===== src/rtl/mouse_port_pkg.sv =====
// Shared constants for the BK 177714 mouse port.
// Bit positions of the state word and FSM states.
package bk_pkg;

    localparam int MP_UP      = 0;
    localparam int MP_RIGHT   = 1;
    localparam int MP_DOWN    = 2;
    localparam int MP_LEFT    = 3;
    localparam int MP_BTN_L   = 5;
    localparam int MP_BTN_R   = 6;
    localparam int MP_ENA_BIT = 3;

    typedef enum logic [1:0] {
        MP_IDLE,
        MP_APPLY,
        MP_EMIT
    } mp_state_e;

endpackage


===== src/rtl/mouse_port_if.sv =====
// Bus and ps2_mouse signals seen by the mouse port.
// master drives the inputs, slave is the port itself.
interface mouse_port_if;

    logic [7:0]  pkt_cnt;
    logic [8:0]  dx;
    logic [8:0]  dy;
    logic        btn_l;
    logic        btn_r;
    logic        sel;
    logic        stb;
    logic        we;
    logic        wtbt0;
    logic [15:0] din;
    logic [15:0] dout;
    logic        active;

    modport master (
        output pkt_cnt, dx, dy,
        output btn_l, btn_r,
        output sel, stb, we, wtbt0, din,
        input  dout, active
    );

    modport slave (
        input  pkt_cnt, dx, dy,
        input  btn_l, btn_r,
        input  sel, stb, we, wtbt0, din,
        output dout, active
    );

endinterface


===== src/rtl/mouse_port_axis.sv =====
// One motion axis: saturating accumulator that
// emits a one-shot pos/neg flag per THRESH counts.
import bk_pkg::*;

module mouse_axis #(
    parameter int THRESH = 4,
    parameter int ACC_W  = 10
) (
    input  logic       clk,
    input  logic       reset,
    input  logic       clr,
    input  logic       add_en,
    input  logic [8:0] d,
    input  logic       emit_en,
    input  logic       clr_flags,
    output logic       pos,
    output logic       neg
);

    localparam logic signed [ACC_W:0] W_MAX =
        (ACC_W+1)'(2**(ACC_W-1)-1);
    localparam logic signed [ACC_W:0] W_MIN = -W_MAX;
    localparam logic signed [ACC_W-1:0] W_TH =
        ACC_W'(THRESH);

    logic signed [ACC_W-1:0] r_acc;
    logic                    r_pos;
    logic                    r_neg;
    logic signed [ACC_W:0]   w_sum;
    logic signed [ACC_W-1:0] w_sat;

    assign w_sum = {r_acc[ACC_W-1], r_acc}
                 + {{(ACC_W-8){d[8]}}, d};

    always_comb begin
        if (w_sum > W_MAX)
            w_sat = W_MAX[ACC_W-1:0];
        else if (w_sum < W_MIN)
            w_sat = W_MIN[ACC_W-1:0];
        else
            w_sat = w_sum[ACC_W-1:0];
    end

    // A set flag blocks further emits but not accumulation.
    always_ff @(posedge clk) begin
        if (reset || clr) begin
            r_acc <= '0;
            r_pos <= 1'b0;
            r_neg <= 1'b0;
        end else begin
            if (clr_flags) begin
                r_pos <= 1'b0;
                r_neg <= 1'b0;
            end
            if (add_en) begin
                r_acc <= w_sat;
            end else if (emit_en && !r_pos && !r_neg) begin
                if (r_acc >= W_TH) begin
                    r_pos <= 1'b1;
                    r_acc <= r_acc - W_TH;
                end else if (r_acc <= -W_TH) begin
                    r_neg <= 1'b1;
                    r_acc <= r_acc + W_TH;
                end
            end
        end
    end

    assign pos = r_pos;
    assign neg = r_neg;

endmodule


===== src/rtl/mouse_port.sv =====
// BK 177714 mouse state word built from ps2_mouse
// packets: per-axis step flags plus synced buttons.
import bk_pkg::*;

module mouse_port #(
    parameter int THRESH = 4,
    parameter int ACC_W  = 10
) (
    input  logic         clk,
    input  logic         reset,
    mouse_port_if.slave  bus
);

    mp_state_e   r_state;
    logic [7:0]  r_last_cnt;
    logic [8:0]  r_dx;
    logic [8:0]  r_dy;
    logic        r_enable;
    logic        r_rd_d;
    logic        r_bl1, r_bl2;
    logic        r_br1, r_br2;

    logic        w_wr;
    logic        w_rd;
    logic        w_rd_fall;
    logic        w_clr;
    logic        w_add;
    logic        w_emit;
    logic        w_xp, w_xn;
    logic        w_yp, w_yn;
    logic [15:0] w_word;
    logic        w_unused;

    assign w_wr = bus.stb & bus.sel
                & bus.we & bus.wtbt0;
    assign w_rd = bus.stb & bus.sel & ~bus.we;
    assign w_rd_fall = r_rd_d & ~w_rd;
    assign w_clr = w_wr & ~bus.din[MP_ENA_BIT];

    // A write during APPLY/EMIT cancels the packet.
    assign w_add  = (r_state == MP_APPLY)
                  & r_enable & ~w_wr;
    assign w_emit = (r_state == MP_EMIT)
                  & r_enable & ~w_wr;

    assign w_unused = ^{bus.din[15:4], bus.din[2:0]};

    always_ff @(posedge clk) begin
        if (reset) begin
            r_state    <= MP_IDLE;
            r_last_cnt <= bus.pkt_cnt;
            r_dx       <= '0;
            r_dy       <= '0;
        end else begin
            unique case (r_state)
                MP_IDLE: begin
                    if (bus.pkt_cnt != r_last_cnt) begin
                        r_last_cnt <= bus.pkt_cnt;
                        r_dx       <= bus.dx;
                        r_dy       <= bus.dy;
                        r_state    <= MP_APPLY;
                    end
                end
                MP_APPLY: r_state <= MP_EMIT;
                MP_EMIT:  r_state <= MP_IDLE;
                default:  r_state <= MP_IDLE;
            endcase
        end
    end

    always_ff @(posedge clk) begin
        if (reset) begin
            r_enable <= 1'b0;
            r_rd_d   <= 1'b0;
            r_bl1    <= 1'b0;
            r_bl2    <= 1'b0;
            r_br1    <= 1'b0;
            r_br2    <= 1'b0;
        end else begin
            if (w_wr)
                r_enable <= bus.din[MP_ENA_BIT];
            r_rd_d <= w_rd;
            r_bl1  <= bus.btn_l;
            r_bl2  <= r_bl1;
            r_br1  <= bus.btn_r;
            r_br2  <= r_br1;
        end
    end

    mouse_axis #(
        .THRESH (THRESH),
        .ACC_W  (ACC_W)
    ) u_ax (
        .clk       (clk),
        .reset     (reset),
        .clr       (w_clr),
        .add_en    (w_add),
        .d         (r_dx),
        .emit_en   (w_emit),
        .clr_flags (w_rd_fall),
        .pos       (w_xp),
        .neg       (w_xn)
    );

    mouse_axis #(
        .THRESH (THRESH),
        .ACC_W  (ACC_W)
    ) u_ay (
        .clk       (clk),
        .reset     (reset),
        .clr       (w_clr),
        .add_en    (w_add),
        .d         (r_dy),
        .emit_en   (w_emit),
        .clr_flags (w_rd_fall),
        .pos       (w_yp),
        .neg       (w_yn)
    );

    always_comb begin
        w_word           = '0;
        w_word[MP_UP]    = w_yp;
        w_word[MP_RIGHT] = w_xp;
        w_word[MP_DOWN]  = w_yn;
        w_word[MP_LEFT]  = w_xn;
        w_word[MP_BTN_L] = r_bl2;
        w_word[MP_BTN_R] = r_br2;
    end

    assign bus.dout   = bus.sel ? w_word : 16'd0;
    assign bus.active = (r_state == MP_APPLY);

endmodule


===== src/flat_wrapper.sv =====
// flat-port wrapper written by rule: the top's interface ports become plain ports
module mouse_port_flat 
#(
    parameter int THRESH = 4,
    parameter int ACC_W  = 10
)
  (clk, reset, bus_pkt_cnt, bus_dx, bus_dy, bus_btn_l, bus_btn_r, bus_sel, bus_stb, bus_we, bus_wtbt0, bus_din, bus_dout, bus_active);
  mouse_port_if bus_i ();
  input  logic clk;
  input  logic reset;
  input wire logic [$bits(bus_i.pkt_cnt)-1:0] bus_pkt_cnt;
  input wire logic [$bits(bus_i.dx)-1:0] bus_dx;
  input wire logic [$bits(bus_i.dy)-1:0] bus_dy;
  input wire logic [$bits(bus_i.btn_l)-1:0] bus_btn_l;
  input wire logic [$bits(bus_i.btn_r)-1:0] bus_btn_r;
  input wire logic [$bits(bus_i.sel)-1:0] bus_sel;
  input wire logic [$bits(bus_i.stb)-1:0] bus_stb;
  input wire logic [$bits(bus_i.we)-1:0] bus_we;
  input wire logic [$bits(bus_i.wtbt0)-1:0] bus_wtbt0;
  input wire logic [$bits(bus_i.din)-1:0] bus_din;
  output wire logic [$bits(bus_i.dout)-1:0] bus_dout;
  output wire logic [$bits(bus_i.active)-1:0] bus_active;
  assign bus_i.pkt_cnt = bus_pkt_cnt;
  assign bus_i.dx = bus_dx;
  assign bus_i.dy = bus_dy;
  assign bus_i.btn_l = bus_btn_l;
  assign bus_i.btn_r = bus_btn_r;
  assign bus_i.sel = bus_sel;
  assign bus_i.stb = bus_stb;
  assign bus_i.we = bus_we;
  assign bus_i.wtbt0 = bus_wtbt0;
  assign bus_i.din = bus_din;
  assign bus_dout = bus_i.dout;
  assign bus_active = bus_i.active;
  mouse_port #(.THRESH(THRESH), .ACC_W(ACC_W)) u_core (.clk(clk), .reset(reset), .bus(bus_i));
endmodule

===== config.mk =====
export PLATFORM = sky130hd
export DESIGN_NAME = mouse_port_flat
export DESIGN_NICKNAME = d
export VERILOG_FILES = /design/src/rtl/mouse_port_pkg.sv /design/src/rtl/mouse_port_if.sv /design/src/rtl/mouse_port_axis.sv /design/src/rtl/mouse_port.sv /design/src/flat_wrapper.sv
export SDC_FILE = /design/constraint.sdc
export NUM_CORES = 1
export LEC_CHECK = 0
export BUFFER_PORTS_ARGS = -buffer_cell sky130_fd_sc_hd__buf_2
export CAP_MARGIN = 0
export CELL_PAD_IN_SITES_DETAIL_PLACEMENT = 2
export CELL_PAD_IN_SITES_GLOBAL_PLACEMENT = 2
export CORE_ASPECT_RATIO = 1.75
export CORE_MARGIN = 2
export CORE_UTILIZATION = 30
export CTS_CLUSTER_DIAMETER = 40
export DETAILED_ROUTE_END_ITERATION = 8
export PLACE_DENSITY = 0.75
export REMOVE_ABC_BUFFERS = 1
export SYNTH_ARGS = -nofsm -noshare
export SYNTH_HDL_FRONTEND = slang
export SYNTH_SLANG_ARGS = --single-unit

===== constraint.sdc =====
create_clock -name clk -period 2.8 [get_ports clk]
set_input_delay 0.14 -clock clk [delete_from_list [all_inputs] [get_ports clk]]
set_output_delay 0.14 -clock clk [all_outputs]
set_load 0.005 [all_outputs]

==> qor_table.md, run 1 <==
| Result | Value | Unit |
| --- | --- | --- |
| Result of the run | complete, no violations | - |
| Number of violations of the max-capacitance limit | 0 | - |
| Clk sinks | 58 | - |
| I/O pin count | 67 | - |
| Leakage power summed over all cells | 0.00207 | µW |
| Worst Setup Path Type | reg2reg | - |
| Achievable clock frequency | 372 | MHz |
| Post-synthesis cell count | 453 | - |
| Buffer cell driving the clock tree root | clkbuf_16 | - |
| Maximum number of pins on one net before global-route repair | 18 | - |
| Highest fanout seen on the critical path | 8 | - |
| Diode insertion count for antenna repair | 0 | - |
| Post-synthesis instance area | 0.00392 | mm² |
| Initial antenna violation count | 0 | - |
| Actual transition at the worst max-transition pin | 609 | ps |
| Total length of routed wires | 14,100 | µm |
| Latest clock arrival within the worst-skew pair | 340 | ps |
| Remaining global-route overflow | 0 | - |
| Die footprint | 0.0140 | mm² |
| Core outline area | 0.0129 | mm² |
| Final Non-Filler Cells | 707 | - |
| Area added between synthesis and finish | 26.5 | % |
| Placed cells | 687 | - |
| First-pass iteration count of the detailed router | 4 | - |
| Clock transition at the registers of the reported paths | 60 | ps |
| Part of the cycle the worst path needs | 96.0 | % |
| Worst setup path startpoint | u_core.u_ay.r_acc[3] | - |
| Hold Fails Final Rpt | 0 | - |
| Iteration-0 DRC count of the detailed router | 107 | - |
| Warning count from the yosys run | 0 | - |
| Final number of max-transition violations | 0 | - |
| Worst r2r src | u_core.u_ay.r_acc[3] | - |
| Global-route wire length before repair | 22,100 | µm |
| Most area-hungry cell type in the Yosys netlist | dfxtp_1 | - |
| Category of the worst setup path capture point | flip-flop | - |
| Synth Flop Type | dfxtp_1 | - |
| Path category of the worst min-delay check | in2reg | - |
| Total DRC errors in the routed layout | 0 | - |
| GPL Wtd Cong | 0.820 | - |
| Starting density of the core | 30.4 | % |
| Final critical-path required period | 2690 | ps |
| Fraction of layout cells with a size suffix above 1 | 25.7 | % |
| Via count of the first global-routing pass | 4,369 | - |
| Routed vias | 3,813 | - |
| Distinct cells, synth | 67 | - |
| Remaining number of nets flagged by the antenna check after routing | 0 | - |
| Worst slew margin | 59.3 | % |
| Post-Syn Area per Cell | 8.65 | µm² |
| Flip-flop and latch count after synthesis | 58 | - |
| Critical path data required time | 3010 | ps |
| Clock buffer depth | 2 | - |
| Power per cell area | 515 | mW/mm² |
| Share of synthesized registers carrying an async set or reset | 0 | % |
| Post-synthesis sequential area ratio | 31.7 | % |
| Slowest cell on crit path | nor3b_1 | - |
| Mean number of vias per cell | 5.39 | - |
| Post-detail-place hpwl | 10,700 | µm |
| EDFF count, synth | 8 | - |
| Sum of buffers and inverters on the critical path | 2 | - |
| Number of port buffers | 41 | - |
| Routed wire per std cell | 19.9 | µm |
| Total global routing track utilization | 20.1 | % |
| Longest individual stage delay on the worst path | 430 | ps |
| Number of nets in the final layout | 609 | - |
| Peak supply drop | 0.280 | mV |
| Hold path startpoint | bus_pkt_cnt[0] | - |
| Num rows | 55 | - |
| Critical-path cell list | buf_4, inv_1, ha_1, nor3b_1, o41ai_4, or2_1, or3_2, a21oi_1, xnor2_1, o32ai_1 | - |
| Chip Height | 155 | µm |
| Maximum clock skew at final layout | 8.30 | ps |
| H-tree levels | 3 | - |
| Sum of negative setup slack | 0 | ps |
| Delay-heaviest family, CP | simple AND/OR/NAND/NOR gates | - |
| Area share of the largest cell type after synthesis | 25.6 | % |
| Critical path arrival | 2900 | ps |
| CTS tree | done | - |
| Num CTS Buffers | 9 | - |
| Largest cells by area after synthesis | dfxtp_1, ha_1, edfxtp_1 | - |
| Kind of start point of the critical path | flip-flop | - |
| Chip width | 90.4 | µm |
| Setup violators final | 0 | - |
cell type report:
class	instances	area, µm²
Clock buffer	9	225
Clock inverter	7	103
Fill cell	1490	7910
Inverter	18	67.6
Multi-Input combinational cell	364	2600
Sequential cell	58	1250
Tap cell	171	214
Timing Repair Buffer	80	504
worst paths after layout:
path | to | slack [ps] | depth (start not counted)
hold / removal | u_core.r_last_cnt[0] | 6 | 1
hold reg to reg | u_core.r_bl2 | 440 | 1
setup / recovery | u_core.u_ay.r_acc[6] | 110 | 10
setup reg to reg | u_core.u_ay.r_acc[6] | 110 | 10
state kept, by name (all words and copies together), names as in the netlist:
register           count
u_core.u_ax.r_acc     10
u_core.u_ay.r_acc     10
u_core.r_dx            9
u_core.r_dy            9
u_core.r_last_cnt      8
u_core.r_state         2
u_core.r_bl1           1
u_core.r_bl2           1
u_core.r_br1           1
u_core.r_br2           1
u_core.r_enable        1
u_core.r_rd_d          1
u_core.u_ax.neg        1
u_core.u_ax.pos        1
u_core.u_ay.neg        1
u_core.u_ay.pos        1
layer usage:
metal | up-vias | GRT usage (%) | wire length, µm
met5 | - | 0 | 0
met4 | 0 | 13.4 | 823
met3 | 54 | 3.10 | 270
met2 | 78 | 40.5 | 8170
met1 | 1891 | 18.0 | 4800
li1 | 1790 | - | -
stage by stage:
step           area (µm²)  total power (µW)  setup slack [ps]  util, %  hold WS, ps
2_1_floorplan        3820              1180              -798        -          212
3_3_place_gp         4500              1300              81.4     35.0          341
4_1_cts              4880              2560              7.29     38.0         2.23
3_5_place_dp         4500              1320             -10.9     35.0          350
5_1_grt              4960              2660             -30.7     38.5         4.20
6_report             4960              2560               113     38.5         6.11
placed cells by master (no fill, tap or decap), types with 5 or more instances in the layout:
cell and n:
o21a_1 9, mux2i_1 19, clkbuf_16 9, and2_1 6
dfxtp_2 5, dfxtp_1 45, or2_2 6, inv_1 17
conb_1 10, o22ai_1 11, nor2b_1 8, buf_4 37
a21oi_1 34, nand3_1 7, nand2_1 21, xnor2_1 25
ha_1 23, edfxtp_1 8, nor3_1 8, buf_2 41
nand4_1 11, o211ai_1 5, nor2_1 59, o21ai_0 21
cell usage after synthesis (11+ instances only):
library cell  count
a21oi_1          35
buf_4            11
nand2_1          21
nand4_1          11
inv_1            18
o22ai_1          11
mux2i_1          19
o21ai_0          24
nor2_1           59
dfxtp_1          50
xnor2_1          25
ha_1             26
cell families after synthesis:
family | share of synthesized area, %
buffers and inverters | 5.11
AND/OR/NAND/NOR | 18.9
AO/OA/AOI/OAI | 23.6
XOR/XNOR | 6.48
multiplexers | 4.85
flip-flops | 31.7
adder cells (fa/ha/maj) | 9.33
other | 0.0957
where the power goes:
group	total, µW	internal [µW]	switching, µW	leakage, µW
registers	922	890	31.7	0.000493
logic	400	178	222	0.00142
clock network	1230	786	447	0.000156
total	2560	1850	701	0.00207
worst register-to-register path: stages (launching register included):
cell and delay (ps):
dfxtp_1 350, buf_4 170, inv_1 80, ha_1 140
nor3b_1 430, o41ai_4 200, or2_1 280, or3_2 420
a21oi_1 230, xnor2_1 150, o32ai_1 110
timing repair:
action                                  in CTS  in global routing
endpoints found under the hold margin        1                  0
buffers inserted                             2                  1
cloned                                       0                  0
pin swaps                                    7                 10
hold buffers                                 1                  0
endpoints found under the setup margin       9                 15
gates resized for setup                      8                 17
(Power assumes the default switching activity.)
==> run 2, diff against run 1 <==
--- a/config.mk
+++ b/config.mk
@@ -7,2 +7,3 @@
 export LEC_CHECK = 0
+export ABC_AREA = 1
 export BUFFER_PORTS_ARGS = -buffer_cell sky130_fd_sc_hd__buf_2
@@ -16,3 +17,3 @@
 export DETAILED_ROUTE_END_ITERATION = 8
-export PLACE_DENSITY = 0.75
+export PLACE_DENSITY = 0.78
 export REMOVE_ABC_BUFFERS = 1
@@ -20,2 +21,3 @@
 export SYNTH_HDL_FRONTEND = slang
+export SYNTH_HIERARCHICAL = 1
 export SYNTH_SLANG_ARGS = --single-unit
==> constraint.sdc (replaced) <==
create_clock -name clk -period 2.8 [get_ports clk]
set_input_delay 0.7 -clock clk [delete_from_list [all_inputs] [get_ports clk]]
set_output_delay 0.7 -clock clk [all_outputs]
set_load 0.005 [all_outputs]
==> qor_table.md, run 2 <==
| Result | Value | Unit | Delta |
| --- | --- | --- | --- |
| Worst Setup Path Type | reg2reg | - | unchanged |
| Global-route wire length before repair | 27,000 | µm | was 22,100 µm |
| Distinct cells, synth | 53 | - | was 67 |
| Clock buffer depth | 2 | - | unchanged |
| Critical-path cell list | ha_1, inv_1, fa_1, inv_1, nand3_1, nand2_1, nand2_1, nand3b_1, nand2_1, nand4_1, nand2_1, nand2_2, nand4_1, a21oi_1 | - | was buf_4, inv_1, ha_1, nor3b_1, o41ai_4, or2_1, or3_2, a21oi_1, xnor2_1, o32ai_1 |
| Critical R2R Capture | u_core/u_ax/r_acc[8] | - | was u_core.u_ay.r_acc[6] |
| Actual transition at the worst max-transition pin | 498 | ps | was 609 ps |
| Delay-heaviest family, CP | simple AND/OR/NAND/NOR gates | - | unchanged |
| Share of synthesized registers carrying an async set or reset | 0 | % | unchanged |
| Destination of the critical timing path | u_core/u_ax/r_acc[8] | - | was u_core.u_ay.r_acc[6] |
| WL met1 | 5310 | µm | was 4800 µm |
| Achievable clock frequency | 406 | MHz | was 372 MHz |
| Leakage power summed over all cells | 0.00260 | µW | was 0.00207 µW |
| Final number of max-transition violations | 0 | - | unchanged |
| Post-synthesis sequential area ratio | 26.4 | % | was 31.7% |
| Area share of the largest cell type after synthesis | 21.3 | % | was 25.6% |
| Met3 WL post-DR | 277 | µm | was 270 µm |
| Commonest cells post-synth | nand2_1, inv_1, dfxtp_1 | - | was nor2_1, dfxtp_1, a21oi_1 |
| Total global routing track utilization | 20.6 | % | was 20.1% |
| Post-synthesis cell count | 668 | - | was 453 |
| Maximum number of pins on one net before global-route repair | 37 | - | was 18 |
| EDFF count, synth | 8 | - | unchanged |
| Number of cells on the critical path | 14 | - | was 10 |
| Hold Fails Final Rpt | 0 | - | unchanged |
| Post-detail-place hpwl | 13,400 | µm | was 10,700 µm |
| Sequential cell area | 0.00124 | mm² | was 0.00125 mm² |
| H-tree levels | 3 | - | unchanged |
| Critical path data required time | 3060 | ps | was 3010 ps |
| Setup Fix Bufs, Post-CTS | 0 | - | was 2 |
| Die footprint | 0.0167 | mm² | was 0.0140 mm² |
| Kind of start point of the critical path | flip-flop | - | unchanged |
| Clk sinks | 58 | - | unchanged |
| Via count of the first global-routing pass | 5,410 | - | was 4,369 |
| First-pass iteration count of the detailed router | 4 | - | unchanged |
| Post-Syn Area per Cell | 7.03 | µm² | was 8.65 µm² |
| Worst setup path startpoint | u_core/r_dx[0] | - | was u_core.u_ay.r_acc[3] |
| Flip-flop and latch count after synthesis | 58 | - | unchanged |
| Post-route core utilization | 34.8 | % | was 38.5% |
| Power per cell area | 440 | mW/mm² | was 515 mW/mm² |
| Most frequent standard cell in the layout excluding fill and tap cells | nand2_1 | - | was nor2_1 |
| Worst slack on hold paths | 414 | ps | was 6.11 ps |
| Initial antenna violation count | 0 | - | unchanged |
| Buffer cell driving the clock tree root | clkbuf_16 | - | unchanged |
| Remaining global-route overflow | 0 | - | unchanged |
| Highest fanout seen on the critical path | 9 | - | was 8 |
| Diode insertion count for antenna repair | 0 | - | unchanged |
| Total DRC errors in the routed layout | 0 | - | unchanged |
| Number of nets in the final layout | 793 | - | was 609 |
| Top routing layer used | met4 | - | unchanged |
| Critical path arrival | 2720 | ps | was 2900 ps |
| Core outline area | 0.0153 | mm² | was 0.0129 mm² |
| Warning count from the yosys run | 6 | - | was 0 |
| Slowest cell on crit path | fa_1 | - | was nor3b_1 |
| Area added between synthesis and finish | 13.5 | % | was 26.5% |
| Number of port buffers | 41 | - | unchanged |
| Crit-path most repeated cell | nand2_1 | - |  |
| Most area-hungry cell type in the Yosys netlist | dfxtp_1 | - | unchanged |
| Num CTS Buffers | 9 | - | unchanged |
| Unrepaired setup endpoints after global routing | no | - |  |
| GPL Wtd Cong | 0.899 | - | was 0.820 |
| Routed vias | 4,649 | - | was 3,813 |
| Regs by FF count | u_core/u_ax/r_acc: 10 flops, u_core/u_ay/r_acc: 10 flops | - | was u_core.u_ax.r_acc: 10 flops, u_core.u_ay.r_acc: 10 flops |
| Filler cells | 1,892 | - | was 1,490 |
| Remaining number of nets flagged by the antenna check after routing | 0 | - | unchanged |
| Worst reg-to-reg path cell count | 14 | - | was 10 |
| Starting density of the core | 30.7 | % | was 30.4% |
| I/O pin count | 67 | - | unchanged |
| Total area of multi-input combinational cells | 0.00293 | mm² | was 0.00260 mm² |
| Num rows | 60 | - | was 55 |
| R2R Setup Slk | 340 | ps | was 110 ps |
| Number of violations of the max-capacitance limit | 0 | - | unchanged |
| Category of the worst setup path capture point | flip-flop | - | unchanged |
| Routed wire per std cell | 18.2 | µm | was 19.9 µm |
| CTS tree | done | - | unchanged |
| Total met2 wirelength after detailed routing | 10,000 | µm | was 8170 µm |
| Final critical-path required period | 2460 | ps | was 2690 ps |
| Sum of buffers and inverters on the critical path | 2 | - | unchanged |
| Post-synthesis instance area | 0.00470 | mm² | was 0.00392 mm² |
| Iteration-0 DRC count of the detailed router | 113 | - | was 107 |
| Total length of routed wires | 16,500 | µm | was 14,100 µm |
| Part of the cycle the worst path needs | 88.0 | % | was 96.0% |
| Chip Height | 170 | µm | was 155 µm |
| Count leader, synth | nand2_1 | - | was nor2_1 |
| Maximum clock skew at final layout | 5.63 | ps | was 8.30 ps |
| Synth Flop Type | dfxtp_1 | - | unchanged |
| Result of the run | complete, no violations | - | unchanged |
| Worst r2r src | u_core/r_dx[0] | - | was u_core.u_ay.r_acc[3] |
| Fraction of layout cells with a size suffix above 1 | 20.3 | % | was 25.7% |
| Chip width | 98.6 | µm | was 90.4 µm |
| Cts hold-fix bufs | 0 | - | was 1 |
| Path category of the worst min-delay check | reg2reg | - | was in2reg |
| Latest clock arrival within the worst-skew pair | 330 | ps | was 340 ps |
| Quantity of gates resized following cts | 0 | - | was 8 |
| Clock transition at the registers of the reported paths | 60 | ps | about the same |
| Setup violators final | 0 | - | unchanged |
| Mean number of vias per cell | 5.14 | - | was 5.39 |
| Peak supply drop | 0.268 | mV | was 0.280 mV |
| Commonest cells after routing, fill and taps aside | nand2_1, inv_1, dfxtp_1, nand3_1 | - | was nor2_1, dfxtp_1, buf_2, buf_4, a21oi_1 |
| Largest cells by area after synthesis | dfxtp_1, nand2_1, inv_1 | - | was dfxtp_1, ha_1, edfxtp_1 |
| Worst slew margin | 66.7 | % | was 59.3% |
| Longest individual stage delay on the worst path | 410 | ps | was 430 ps |
| WHS Path Cells | 2 | - | was 1 |
==> run 2: cell count changes in the layout (fill, tap and decap cells not counted), moves of 19 or more <==
cell,change
nand2_1,+138
inv_1,+70
nand3_1,+37
buf_4,-25
nand4_1,+23
mux2i_1,-19
==> run 2: area by class of cell <==
class,instances,share of cell area [%]
clock buffers,10,4.48
clock inverters,5,0.564
inverters,96,6.86
multi-input cells,497,54.9
flip-flops and latches,58,23.3
well taps,186,4.37
repair buffers,53,5.54
==> run 2: how the worst min path moves through the flow <==
stage / start / to / slack (ps)
2_1_floorplan: u_core/r_bl1 / u_core/r_bl2 / 390
3_5_place_dp: u_core/r_br1 / u_core/r_br2 / 410
4_1_cts: u_core/r_br1 / u_core/r_br2 / 420
3_3_place_gp: u_core/r_bl1 / u_core/r_bl2 / 390
5_1_grt: u_core/r_br1 / u_core/r_br2 / 430
6_report: u_core/r_br1 / u_core/r_br2 / 410
==> run 2: tightest hold or removal path: cells and delay by family, from the launching register on <==
| kind | cells | cell delay [ps] |
|---|---|---|
| buffers and inverters | 1 | 50 |
| and+or+nand+nor | 1 | 30 |
| DFF | 1 | 300 |
==> run 2: cells by family (layout without fill, tap and decap cells) <==
| logic type | Yosys count | count (layout) | share of synthesized area (%) |
|---|---|---|---|
| AO/OA/AOI/OAI | 96 | 96 | 12.2 |
| XOR/XNOR | 22 | 22 | 4.58 |
| adder cells (fa/ha/maj) | 28 | 28 | 7.78 |
| buffers and inverters | 122 | 164 | 12.1 |
| flip-flops | 58 | 58 | 26.4 |
| other | 1 | 10 | 0.0798 |
| AND/OR/NAND/NOR | 341 | 341 | 36.9 |
==> run 2: through the flow <==
stage | instances | setup slack [ps] | total power [µW] | TNS (ps) | instance area, µm²
floorplan | 651 | -255 | 1200 | -3620 | 4530
global placement | 890 | 328 | 1320 | 0 | 5060
detailed placement | 890 | 271 | 1350 | 0 | 5060
CTS | 905 | 330 | 2380 | 0 | 5330
global route | 905 | 79.3 | 2480 | 0 | 5330
finish | 905 | 337 | 2350 | 0 | 5330
==> run 2: power by group <==
part | internal (µW) | switching [µW]
registers | 889 | 34.6
logic | 140 | 266
clock network | 614 | 404
total | 1640 | 704
==> run 2: routing by layer <==
layer / track usage [%] / vias to the layer above
li1: - / 2262
met2: 44.1 / 65
met4: 10.3 / 0
met5: 0 / -
met3: 2.47 / 36
met1: 17.8 / 2286
==> run 3, diff against run 2 <==
- PLACE_DENSITY: 0.78 -> 0.73
==> qor_table.md, run 3 (synthesis gave the netlist of run 2 again) <==
| Result | Value | Unit | Delta |
| --- | --- | --- | --- |
| Result of the run | complete, no violations | - | unchanged |
| Setup Fix Bufs, Post-CTS | 0 | - | unchanged |
| Total length of routed wires | 15,900 | µm | was 16,500 µm |
| Clk sinks | 58 | - | unchanged |
| Setup violators final | 0 | - | unchanged |
| Buffer cell driving the clock tree root | clkbuf_16 | - | unchanged |
| H-tree levels | 3 | - | unchanged |
| Total DRC errors in the routed layout | 0 | - | unchanged |
| Worst setup path startpoint | u_core/u_ay/r_acc[5] | - | was u_core/r_dx[0] |
| Clock buffer depth | 2 | - | unchanged |
| Worst reg-to-reg path cell count | 13 | - | was 14 |
| Hold path startpoint | u_core/r_br1 | - | unchanged |
| Cts hold-fix bufs | 0 | - | unchanged |
| Regs by FF count | u_core/u_ax/r_acc: 10 flops, u_core/u_ay/r_acc: 10 flops | - | unchanged |
| Commonest cells after routing, fill and taps aside | nand2_1, inv_1, dfxtp_1, nand3_1 | - | unchanged |
| Filler cells | 1,884 | - | was 1,892 |
| Number of nets in the final layout | 791 | - | was 793 |
| Remaining global-route overflow | 0 | - | unchanged |
| Worst r2r src | u_core/u_ay/r_acc[5] | - | was u_core/r_dx[0] |
| Path category of the worst min-delay check | reg2reg | - | unchanged |
| Total global routing track utilization | 19.9 | % | was 20.6% |
| Most frequent standard cell in the layout excluding fill and tap cells | nand2_1 | - | unchanged |
| Clock transition at the registers of the reported paths | 50 | ps | was 60 ps |
| Kind of start point of the critical path | flip-flop | - | unchanged |
| Num CTS Buffers | 9 | - | unchanged |
| Starting density of the core | 30.7 | % | unchanged |
| Chip Height | 170 | µm | unchanged |
| Leakage power summed over all cells | 0.00260 | µW | about the same |
| Quantity of gates resized following cts | 0 | - | unchanged |
| Critical path arrival | 2800 | ps | was 2720 ps |
| Latest clock arrival within the worst-skew pair | 320 | ps | was 330 ps |
| Unrepaired setup endpoints after global routing | no | - | unchanged |
| Placed cells | 888 | - | was 890 |
| Final total power | 2430 | µW | was 2350 µW |
| Critical R2R Capture | u_core/u_ay/r_acc[0] | - | was u_core/u_ax/r_acc[8] |
| GPL Wtd Cong | 0.857 | - | was 0.899 |
| Final Non-Filler Cells | 903 | - | was 905 |
| R2R Setup Slk | 210 | ps | was 340 ps |
| Worst Setup Path Type | reg2reg | - | unchanged |
| Die footprint | 0.0167 | mm² | unchanged |
| Mean number of vias per cell | 5.08 | - | was 5.14 |
| Hold Fails Final Rpt | 0 | - | unchanged |
| Iteration-0 DRC count of the detailed router | 72 | - | was 113 |
| Chip width | 98.6 | µm | unchanged |
| Peak supply drop | 0.208 | mV | was 0.268 mV |
| CTS tree | done | - | unchanged |
| Worst slew margin | 65.0 | % | was 66.7% |
| Routed wire per std cell | 17.7 | µm | was 18.2 µm |
| Area added between synthesis and finish | 13.8 | % | was 13.5% |
| Diode insertion count for antenna repair | 0 | - | unchanged |
| Global-route wire length before repair | 26,100 | µm | was 27,000 µm |
| Critical path data required time | 3010 | ps | was 3060 ps |
| Remaining number of nets flagged by the antenna check after routing | 0 | - | unchanged |
| Final number of max-transition violations | 0 | - | unchanged |
| Routed vias | 4,588 | - | was 4,649 |
| Actual transition at the worst max-transition pin | 521 | ps | was 498 ps |
| Via count of the first global-routing pass | 5,340 | - | was 5,410 |
| Num rows | 60 | - | unchanged |
| Power per cell area | 455 | mW/mm² | was 440 mW/mm² |
| Achievable clock frequency | 387 | MHz | was 406 MHz |
| Maximum clock skew at final layout | 11.9 | ps | was 5.63 ps |
| Part of the cycle the worst path needs | 92.4 | % | was 88.0% |
| I/O pin count | 67 | - | unchanged |
| Core outline area | 0.0153 | mm² | unchanged |
| Initial antenna violation count | 0 | - | unchanged |
| Fraction of layout cells with a size suffix above 1 | 19.9 | % | was 20.3% |
| Destination of the critical timing path | u_core/u_ay/r_acc[0] | - | was u_core/u_ax/r_acc[8] |
| First-pass iteration count of the detailed router | 4 | - | unchanged |
| Highest fanout seen on the critical path | 9 | - | unchanged |
| Number of violations of the max-capacitance limit | 0 | - | unchanged |
| Sum of negative setup slack | 0 | ps | unchanged |
| Category of the worst setup path capture point | flip-flop | - | unchanged |
| Post-detail-place hpwl | 13,200 | µm | was 13,400 µm |
| Maximum number of pins on one net before global-route repair | 37 | - | unchanged |
| Number of port buffers | 41 | - | unchanged |
| Final critical-path required period | 2590 | ps | was 2460 ps |
-- run 3: cell types whose count changed in the layout (fill, tap and decap cells not counted), sizes merged --
| cell | delta |
|---|---|
| clkinv | -3 |
| inv | -1 |
| buf | -2 |
| clkbuf | +4 |
-- run 3: worst max-delay path, stage by stage (launching register included) --
cell	delay, ps
dfxtp_1	640
ha_1	380
nand2_1	100
inv_1	70
a21oi_2	150
nand2_1	110
a21oi_2	250
nand2_1	100
nand2_1	110
nand2_1	80
nand2_2	160
nand3_1	120
o21ai_1	170
inv_1	50
-- run 3: stage by stage --
stage	hold WS (ps)	utilization, %	cell area [µm²]	worst slack (ps)
after detailed placement	401	32.9	5040	256
after global placement	390	32.9	5040	316
final	408	34.9	5350	213
after global routing	435	34.9	5350	8.17
after floorplan	388	-	4530	-255
after CTS	408	34.9	5350	232
-- run 3: worst min path at each step --
stage | end | cells past startpoint
floorplan | u_core/r_bl2 | 2
global placement | u_core/r_bl2 | 2
detailed placement | u_core/r_br2 | 2
CTS | u_core/r_br2 | 2
global route | u_core/r_bl2 | 2
finish | u_core/r_br2 | 2
-- run 3: where the power goes --
part / internal, µW / switching [µW] / total (µW)
sequential: 889 / 36.8 / 926
clock: 719 / 377 / 1100
combinational: 138 / 270 / 408
total: 1750 / 684 / 2430
-- run 3: cell type report --
| cell class | count | area, µm² | share of cell area, % |
|---|---|---|---|
| repair buffers | 51 | 280 | 5.24 |
| inverters | 96 | 365 | 6.84 |
| multi-input cells | 497 | 2930 | 54.7 |
| well taps | 186 | 233 | 4.35 |
| flip-flops and latches | 58 | 1240 | 23.2 |
| clock inverters | 1 | 5.00 | 0.0936 |
| clock buffers | 14 | 295 | 5.52 |
-- run 3: per-layer routing --
| layer | wire length (µm) | vias to the layer above | track usage, % |
|---|---|---|---|
| met5 | 0 | - | 0 |
| met2 | 9770 | 54 | 42.4 |
| met3 | 241 | 30 | 2.31 |
| li1 | - | 2255 | - |
| met1 | 5210 | 2249 | 17.2 |
| met4 | 730 | 0 | 9.89 |
